===== src/rtl/hazard_ctrl.sv =====
// Hazard unit for the 5-stage pipeline: stall generation and forwarding-mux selects.
// Optional stall-cycle counter port stall_cnt is built when HAZARD_STAT_EN is defined.
module hazard_ctrl #(
  parameter int AW = 5
`ifdef HAZARD_STAT_EN
  , parameter int CNT_W = 32
`endif
) (
  input  logic          clk,
  input  logic          reset,
  input  logic          d_j_l,
  input  logic          d_calc_r,
  input  logic          d_calc_i,
  input  logic          d_lui,
  input  logic          d_load,
  input  logic          d_store,
  input  logic          d_branch,
  input  logic          d_jr,
  input  logic [AW-1:0] d_rs,
  input  logic [AW-1:0] d_rt,
  input  logic [AW-1:0] d_rd,
  output logic          stall,
  output logic [1:0]    fwd_d_rs,
  output logic [1:0]    fwd_d_rt,
  output logic [1:0]    fwd_e_rs,
  output logic [1:0]    fwd_e_rt,
  output logic          fwd_m_rt
`ifdef HAZARD_STAT_EN
  ,
  output logic [CNT_W-1:0] stall_cnt
`endif
);

  function automatic logic [1:0] sat_dec(input logic [1:0] x);
    return (x == 2'd0) ? 2'd0 : x - 2'd1;
  endfunction

  logic [7:0]    cls;
  logic [AW-1:0] d_a3;
  logic [1:0]    d_tnew, tuse_rs, tuse_rt;

  // _p0 = E stage, _p1 = M stage, _p2 = W stage
  logic [AW-1:0] a3_p0, a3_p1, a3_p2;
  logic [1:0]    tnew_p0, tnew_p1, tnew_p2;
  logic [AW-1:0] rs_p0, rt_p0, rt_p1;

  assign cls = {d_j_l, d_calc_r, d_calc_i, d_lui, d_load, d_store, d_branch, d_jr};

  // D-stage decode; anything other than exactly one class flag behaves as a no-op
  always_comb begin
    d_a3    = '0;
    d_tnew  = 2'd0;
    tuse_rs = 2'd3;
    tuse_rt = 2'd3;
    if ($onehot(cls)) begin
      if (d_calc_r) begin
        d_a3 = d_rd; d_tnew = 2'd1; tuse_rs = 2'd1; tuse_rt = 2'd1;
      end else if (d_calc_i) begin
        d_a3 = d_rt; d_tnew = 2'd1; tuse_rs = 2'd1;
      end else if (d_lui) begin
        d_a3 = d_rt; d_tnew = 2'd1;
      end else if (d_load) begin
        d_a3 = d_rt; d_tnew = 2'd2; tuse_rs = 2'd1;
      end else if (d_store) begin
        tuse_rs = 2'd1; tuse_rt = 2'd2;
      end else if (d_branch) begin
        tuse_rs = 2'd0; tuse_rt = 2'd0;
      end else if (d_jr) begin
        tuse_rs = 2'd0;
      end else begin
        d_a3 = AW'(31); d_tnew = 2'd0;
      end
    end
  end

  function automatic logic needs_wait(input logic [AW-1:0] src, input logic [1:0] tuse,
                                      input logic [AW-1:0] ea3, input logic [1:0] etn,
                                      input logic [AW-1:0] ma3, input logic [1:0] mtn);
    return (src != '0) && (((src == ea3) && (etn > tuse)) || ((src == ma3) && (mtn > tuse)));
  endfunction

  function automatic logic ready_hit(input logic [AW-1:0] src, input logic [AW-1:0] a3,
                                     input logic [1:0] tn);
    return (a3 != '0) && (src == a3) && (tn == 2'd0);
  endfunction

  always_comb begin
    stall = needs_wait(d_rs, tuse_rs, a3_p0, tnew_p0, a3_p1, tnew_p1) ||
            needs_wait(d_rt, tuse_rt, a3_p0, tnew_p0, a3_p1, tnew_p1);

    fwd_d_rs = ready_hit(d_rs, a3_p0, tnew_p0) ? 2'd1 :
               ready_hit(d_rs, a3_p1, tnew_p1) ? 2'd2 : 2'd0;
    fwd_d_rt = ready_hit(d_rt, a3_p0, tnew_p0) ? 2'd1 :
               ready_hit(d_rt, a3_p1, tnew_p1) ? 2'd2 : 2'd0;
    fwd_e_rs = ready_hit(rs_p0, a3_p1, tnew_p1) ? 2'd2 :
               ready_hit(rs_p0, a3_p2, tnew_p2) ? 2'd3 : 2'd0;
    fwd_e_rt = ready_hit(rt_p0, a3_p1, tnew_p1) ? 2'd2 :
               ready_hit(rt_p0, a3_p2, tnew_p2) ? 2'd3 : 2'd0;
    fwd_m_rt = ready_hit(rt_p1, a3_p2, tnew_p2);
  end

  // D -> E -> M -> W record pipeline
  always_ff @(posedge clk) begin
    if (reset) begin
      a3_p0 <= '0; tnew_p0 <= 2'd0; rs_p0 <= '0; rt_p0 <= '0;
      a3_p1 <= '0; tnew_p1 <= 2'd0; rt_p1 <= '0;
      a3_p2 <= '0; tnew_p2 <= 2'd0;
    end else begin
      if (stall) begin
        a3_p0 <= '0; tnew_p0 <= 2'd0; rs_p0 <= '0; rt_p0 <= '0;
      end else begin
        a3_p0 <= d_a3; tnew_p0 <= d_tnew; rs_p0 <= d_rs; rt_p0 <= d_rt;
      end
      a3_p1   <= a3_p0;
      tnew_p1 <= sat_dec(tnew_p0);
      // a value already taken from M at E is in the E/M register; its producer sits in W next
      // cycle and must not be forwarded a second time
      rt_p1   <= (fwd_e_rt == 2'd2) ? '0 : rt_p0;
      a3_p2   <= a3_p1;
      tnew_p2 <= sat_dec(tnew_p1);
    end
  end

`ifdef HAZARD_STAT_EN
  always_ff @(posedge clk) begin
    if (reset)
      stall_cnt <= '0;
    else if (stall && (stall_cnt != '1))
      stall_cnt <= stall_cnt + 1'b1;
  end
`endif

endmodule


===== config.mk =====
export PLATFORM = sky130hd
export DESIGN_NAME = hazard_ctrl
export DESIGN_NICKNAME = d
export VERILOG_FILES = /design/src/rtl/hazard_ctrl.sv
export SDC_FILE = /design/constraint.sdc
export NUM_CORES = 1
export LEC_CHECK = 0
export CAP_MARGIN = 20
export CORE_MARGIN = 1.5
export CORE_UTILIZATION = 30
export CTS_BUF_LIST = sky130_fd_sc_hd__clkbuf_8 sky130_fd_sc_hd__clkbuf_16
export CTS_CLUSTER_SIZE = 40
export DETAILED_ROUTE_END_ITERATION = 6
export GPL_TIMING_DRIVEN = 0
export PLACE_DENSITY = 0.47
export SLEW_MARGIN = 20
export SYNTH_ARGS = -nofsm -noshare
export SYNTH_HDL_FRONTEND = slang
export SYNTH_SLANG_ARGS = --single-unit

===== constraint.sdc =====
create_clock -name clk -period 24.6 [get_ports clk]
set_input_delay 6.15 -clock clk [delete_from_list [all_inputs] [get_ports clk]]
set_output_delay 6.15 -clock clk [all_outputs]
set_load 0.02 [all_outputs]

Yosys cells after proc, flatten, opt, wreduce, memory -nomap -nowiden
Cells that the tools add are included.

word-level totals
  bits of input ports = 25
  output and inout port bits = 10
  flip-flop bits (word level) = 36

operators by class
  magnitude comparators = 4
  add/subtract/negate cells = 9
  reduce and logical (&&, ||, !) cells = 41
  equal/unequal tests = 11
  mux-type cells = 34
  bitwise operators = 1

operator list
  operator               count
  $mux W2                24
  $eq A5 B5 Y1           9
  $mux W5                7
  $reduce_bool A5 Y1     5
  $logic_and A1 B1 Y1    24
  $add A1 B1 Y2          4
  $gt A2 B2 Y1           4
  $reduce_or A2 Y1       4
  $add A2 B2 Y3          2
  $logic_not A2 Y1       3
  $reduce_or A6 Y1       1
  $add A3 B3 Y4          1
  $eq A4 B1 Y1 const B   1
  $sub A2 B1 Y2 const B  2
  $logic_or A1 B1 Y1     3
  $mux W1                3
  $reduce_or A3 Y1       1
  $eq A2 B2 Y1 const B   1
  $not A1 Y1             1

Longest topological paths before layout
  word-level depth = 14
  gate-level depth with buffers = 21

Least setup slack after synthesis
Ideal clock, no wire load.

  kind = input to output
  start = in d_calc_r
  end = out stall
  required time = 18.450 ns
  path buffers = 2
  cell stages on the path = 19
  arrival = 10.970 ns
  setup slack = 7.480 ns
  cell sequence = clkbuf_1 > inv_1 > fa_1 > fa_1 > fa_1 > inv_1 > ha_1 > inv_1 > fa_1 > nor4bb_1 > a31oi_1 > nand2b_1 > or4_1 > ha_1 > nor2_1 > o211ai_1 > a211o_2 > nand4_4 > buf_6

on the way
  word-level cells in the longest chain between the ends = 10
  elaborated cells between the ends (all ways) = 21
  classes of those cells = add/sub: 3; order compare: 4; eq/ne: 1; mux: 4; reduce/logical: 9

RTL lines
  item                                 RTL line  text
  from (decl)                          12        input logic d_calc_r,
  $add A1 B1 Y2 (implied by the code)  55        if ($onehot(cls)) begin
  $add A2 B2 Y3 (implied by the code)  55
  $add A3 B3 Y4 (implied by the code)  55
  $eq A4 B1 Y1                         55
  $mux W2                              55
  $gt A2 B2 Y1                         79        return (src != '0) && (((src == ea3) && (etn > tuse)) || ((src == ma3) && (mtn > tuse)));
  $logic_and A1 B1 Y1                  79
  $logic_or A1 B1 Y1                   79
  $logic_and A1 B1 Y1                  79
  $logic_or A1 B1 Y1 (*)               88        stall = needs_wait(d_rs, tuse_rs, a3_p0, tnew_p0, a3_p1, tnew_p1) ||
  to (decl)                            22        output logic stall,

Mark *: on every way between the ends. The rest lies on a longest branch, timed or not.

Final worst setup path
  start = in d_lui
  end = out stall

on the way
  word-level cells in the longest chain between the ends = 10
  elaborated cells between the ends (all ways) = 25
  classes of those cells = add/sub: 3; order compare: 4; eq/ne: 1; mux: 8; reduce/logical: 9

RTL lines
  item                                 RTL line  text
  from (decl)                          14        input logic d_lui,
  $add A1 B1 Y2 (implied by the code)  55
  $add A2 B2 Y3 (implied by the code)  55
  $add A3 B3 Y4 (implied by the code)  55
  $eq A4 B1 Y1                         55
  $mux W2                              55
  $gt A2 B2 Y1                         79
  $logic_and A1 B1 Y1                  79
  $logic_or A1 B1 Y1                   79
  $logic_and A1 B1 Y1                  79
  $logic_or A1 B1 Y1 (*)               88

Marks and branches as above.

==> metrics.csv <==
metric,value,unit
"top cells by area, synth","dfxtp_1, xor2_1, xnor2_1, ha_1, nor3b_2",
clock power share,0.300,
Yosys cell types,39,
Overall Power,146,uW
post-synth top area share,0.325,
crit share post-route,0.747,
Slew @ Worst Pin,751,ps
input/output buffers,33,
Critical Path AT,12230,ps
outcome,"finished, final reports clean",
Rows,31,
cts hold-fix bufs,0,
register share of total power,0.443,
critical-path maximum fanout,10,
DR iter-0 viols,75,
router iterations before antenna repair,4,
fin cells,382,
GRT Util Overall,0.152,
maximum level of the CTS H-tree,2,
Post-Place Cell Area,2670,um2
reg2reg end,rs_p0[1]$_SDFF_PP0_,
hold_sp,tnew_p0[0]$_SDFF_PP0_,
Max Cap Viol,0,
min Tclk post-route,18380,ps
async set-or-reset flop fraction in the synthesized netlist,0,
critical path capture point type,output pin,
first-pass GRT wire length,9.11,mm
"Core Util, Final",0.383,
"FF+latch count, synth",36,
Num Clock Sinks,36,
Synth warnings,0,
Post-CTS Resized,0,
number of fill cells,769,
Main synth FF type,dfxtp_1,
CTS tree,yes,
R2R cell count,8,
PD cells,52.9,nW/um2
clock buffer depth,2,
Hold Path Sink,tnew_p1[0]$_SDFF_PP0_,
core footprint,7210,um2
commonest cells in the synthesized netlist,"dfxtp_1, xor2_1, xnor2_1, inv_1, nor2_1",
die height,88.9,um
"Slew Viols, Final",0,
syn_nets,280,
largest net degree at the start of global routing,12,
GP Congestion,0.823,
antenna diode count,0,
NetSw,44.2,uW
Sw Share,0.303,
leakage power,1.10,nW
Die Area,7910,um2
WP data required,18450,ps
clk_lat worst skew,290,ps
Post-DP HPWL,4.27,mm
syn_area_per_cell,9.16,um2
Worst R2R Setup Slack,22550,ps
fin nets,320,
CTS root buffer,clkbuf_8,
"CTS clk-pin slew, worst paths",80,ps
Slew HR,0.497,
worst clock skew,4.39,ps
number of synthesized flops with an enable pin,0,
I/O Pins,35,
Comb power frac,0.257,
antenna violations before repair,0,
wire per inst,14.1,um
post-CTS setup buffers,0,
top achievable clock speed,54.4,MHz
hold depth,1,
final instance area,2760,um2
CP Launch Point,d_lui,
DRC errors left,0,
Gate Count Post-Synth,242,
worst vdd ir,0.0000173,V
Setup Crit Path Kind,in -> out,
Cells after DPL,374,
Initial Util,0.307,
Detailed Route WL,5.39,mm
hold crit path type,reg -> reg,
Mapped Area,2220,um2
Via Count,1757,
Routed Antenna Nets,0,
CTS Buf Count,5,
RSZ-0062 raised after global routing,no,
Power Internal,102,uW
GRT overflow,0,
share of layout cells above drive strength 1,0.0954,
leading area contributor after synthesis,dfxtp_1,
Die Width,88.9,um
crit path launch type,input port,
sequential element share of the synthesized area,0.325,
Final setup viols,0,
Layout area overhead,24.7,%
RR Startpoint,a3_p1[1]$_SDFF_PP0_,
vias in the first global route,1811,
top-count cell post-synth,dfxtp_1,
setup tns final,0,ps
final hold violation count,0,
Vias/cell,4.60,
power groups by stage:
stage	clock network [mW]	logic (mW)	registers (mW)
final	0.0439	0.0376	0.0647
after global routing	0.0484	0.0432	0.0652
after CTS	0.0451	0.0381	0.0648
after detailed placement	0	0.0378	0.0662
after global placement	0	0.0373	0.0661
after floorplan	0	0.0255	0.0652
routing by layer:
layer,share of wire,global-route usage,up-vias
li1,-,-,920
met1,0.48,0.203,800
met2,0.48,0.257,30
met3,0.030,0.0240,7
met4,0.010,0.0434,0
met5,0,0,-
cell families after synthesis:
| family | Yosys count | synth area share |
|---|---|---|
| and+or+nand+nor | 100 | 0.281 |
| DFF | 36 | 0.325 |
| xor gates and xnor gates | 45 | 0.178 |
| adders and majority gates | 13 | 0.0870 |
| buffers and inverters | 28 | 0.0565 |
| AOI/OAI and AO/OA | 20 | 0.0723 |
stage by stage:
step / hold slack, ps / setup WS (ps)
finish: 434 / 6220
floorplan: 397 / 7480
detailed placement: 422 / 6190
global placement: 420 / 6230
global route: 472 / 5850
CTS: 435 / 6170
how the worst max path moves through the flow:
stage	to	depth (start not counted)	slack [ps]
2_1_floorplan	stall	19	7480
3_5_place_dp	stall	20	6190
5_1_grt	stall	20	5850
4_1_cts	stall	20	6170
6_report	stall	20	6220
3_3_place_gp	stall	20	6230
layout by cell type (no fill, tap or decap), types with 10 or more instances in the layout:
cell type / netlist / layout
xor2_1: 26 / 26
nor2b_1: 10 / 10
nor2_1: 17 / 17
dfxtp_1: 36 / 36
inv_1: 18 / 19
xnor2_1: 19 / 19
clkdlybuf4s50_1: 0 / 33
nor3_1: 16 / 16
nor4_1: 15 / 15
area by class of cell:
cell class / count / area, um2 / area share
Clock inverter: 2 / 11.3 / 0.00407
Clock buffer: 6 / 82.6 / 0.0299
Multi-Input combinational cell: 178 / 1370 / 0.496
Buffer: 10 / 57.6 / 0.0208
Inverter: 18 / 67.6 / 0.0244
Sequential cell: 36 / 721 / 0.261
Timing Repair Buffer: 33 / 330 / 0.120
Tap cell: 99 / 124 / 0.0448
critical path, stage by stage:
cell and delay [ps]:
clkdlybuf4s50_1 560, inv_1 80, fa_1 450, fa_1 510, fa_1 400, inv_1 60, ha_1 150, inv_1 60
fa_1 480, nor4bb_1 280, a31oi_1 310, nand2b_1 280, or4_1 550, ha_1 300, nor2_1 160, o211ai_1 130
a211o_2 360, nand4_4 150, buf_6 190, clkdlybuf4s50_1 620
sequential cells by signal (all words and copies together) (netlist names):
name	cells
a3_p0	5
a3_p1	5
a3_p2	5
rs_p0	5
rt_p0	5
rt_p1	5
tnew_p0	2
tnew_p1	2
tnew_p2	2
No activity file was read; power rests on OpenSTA's default activity.
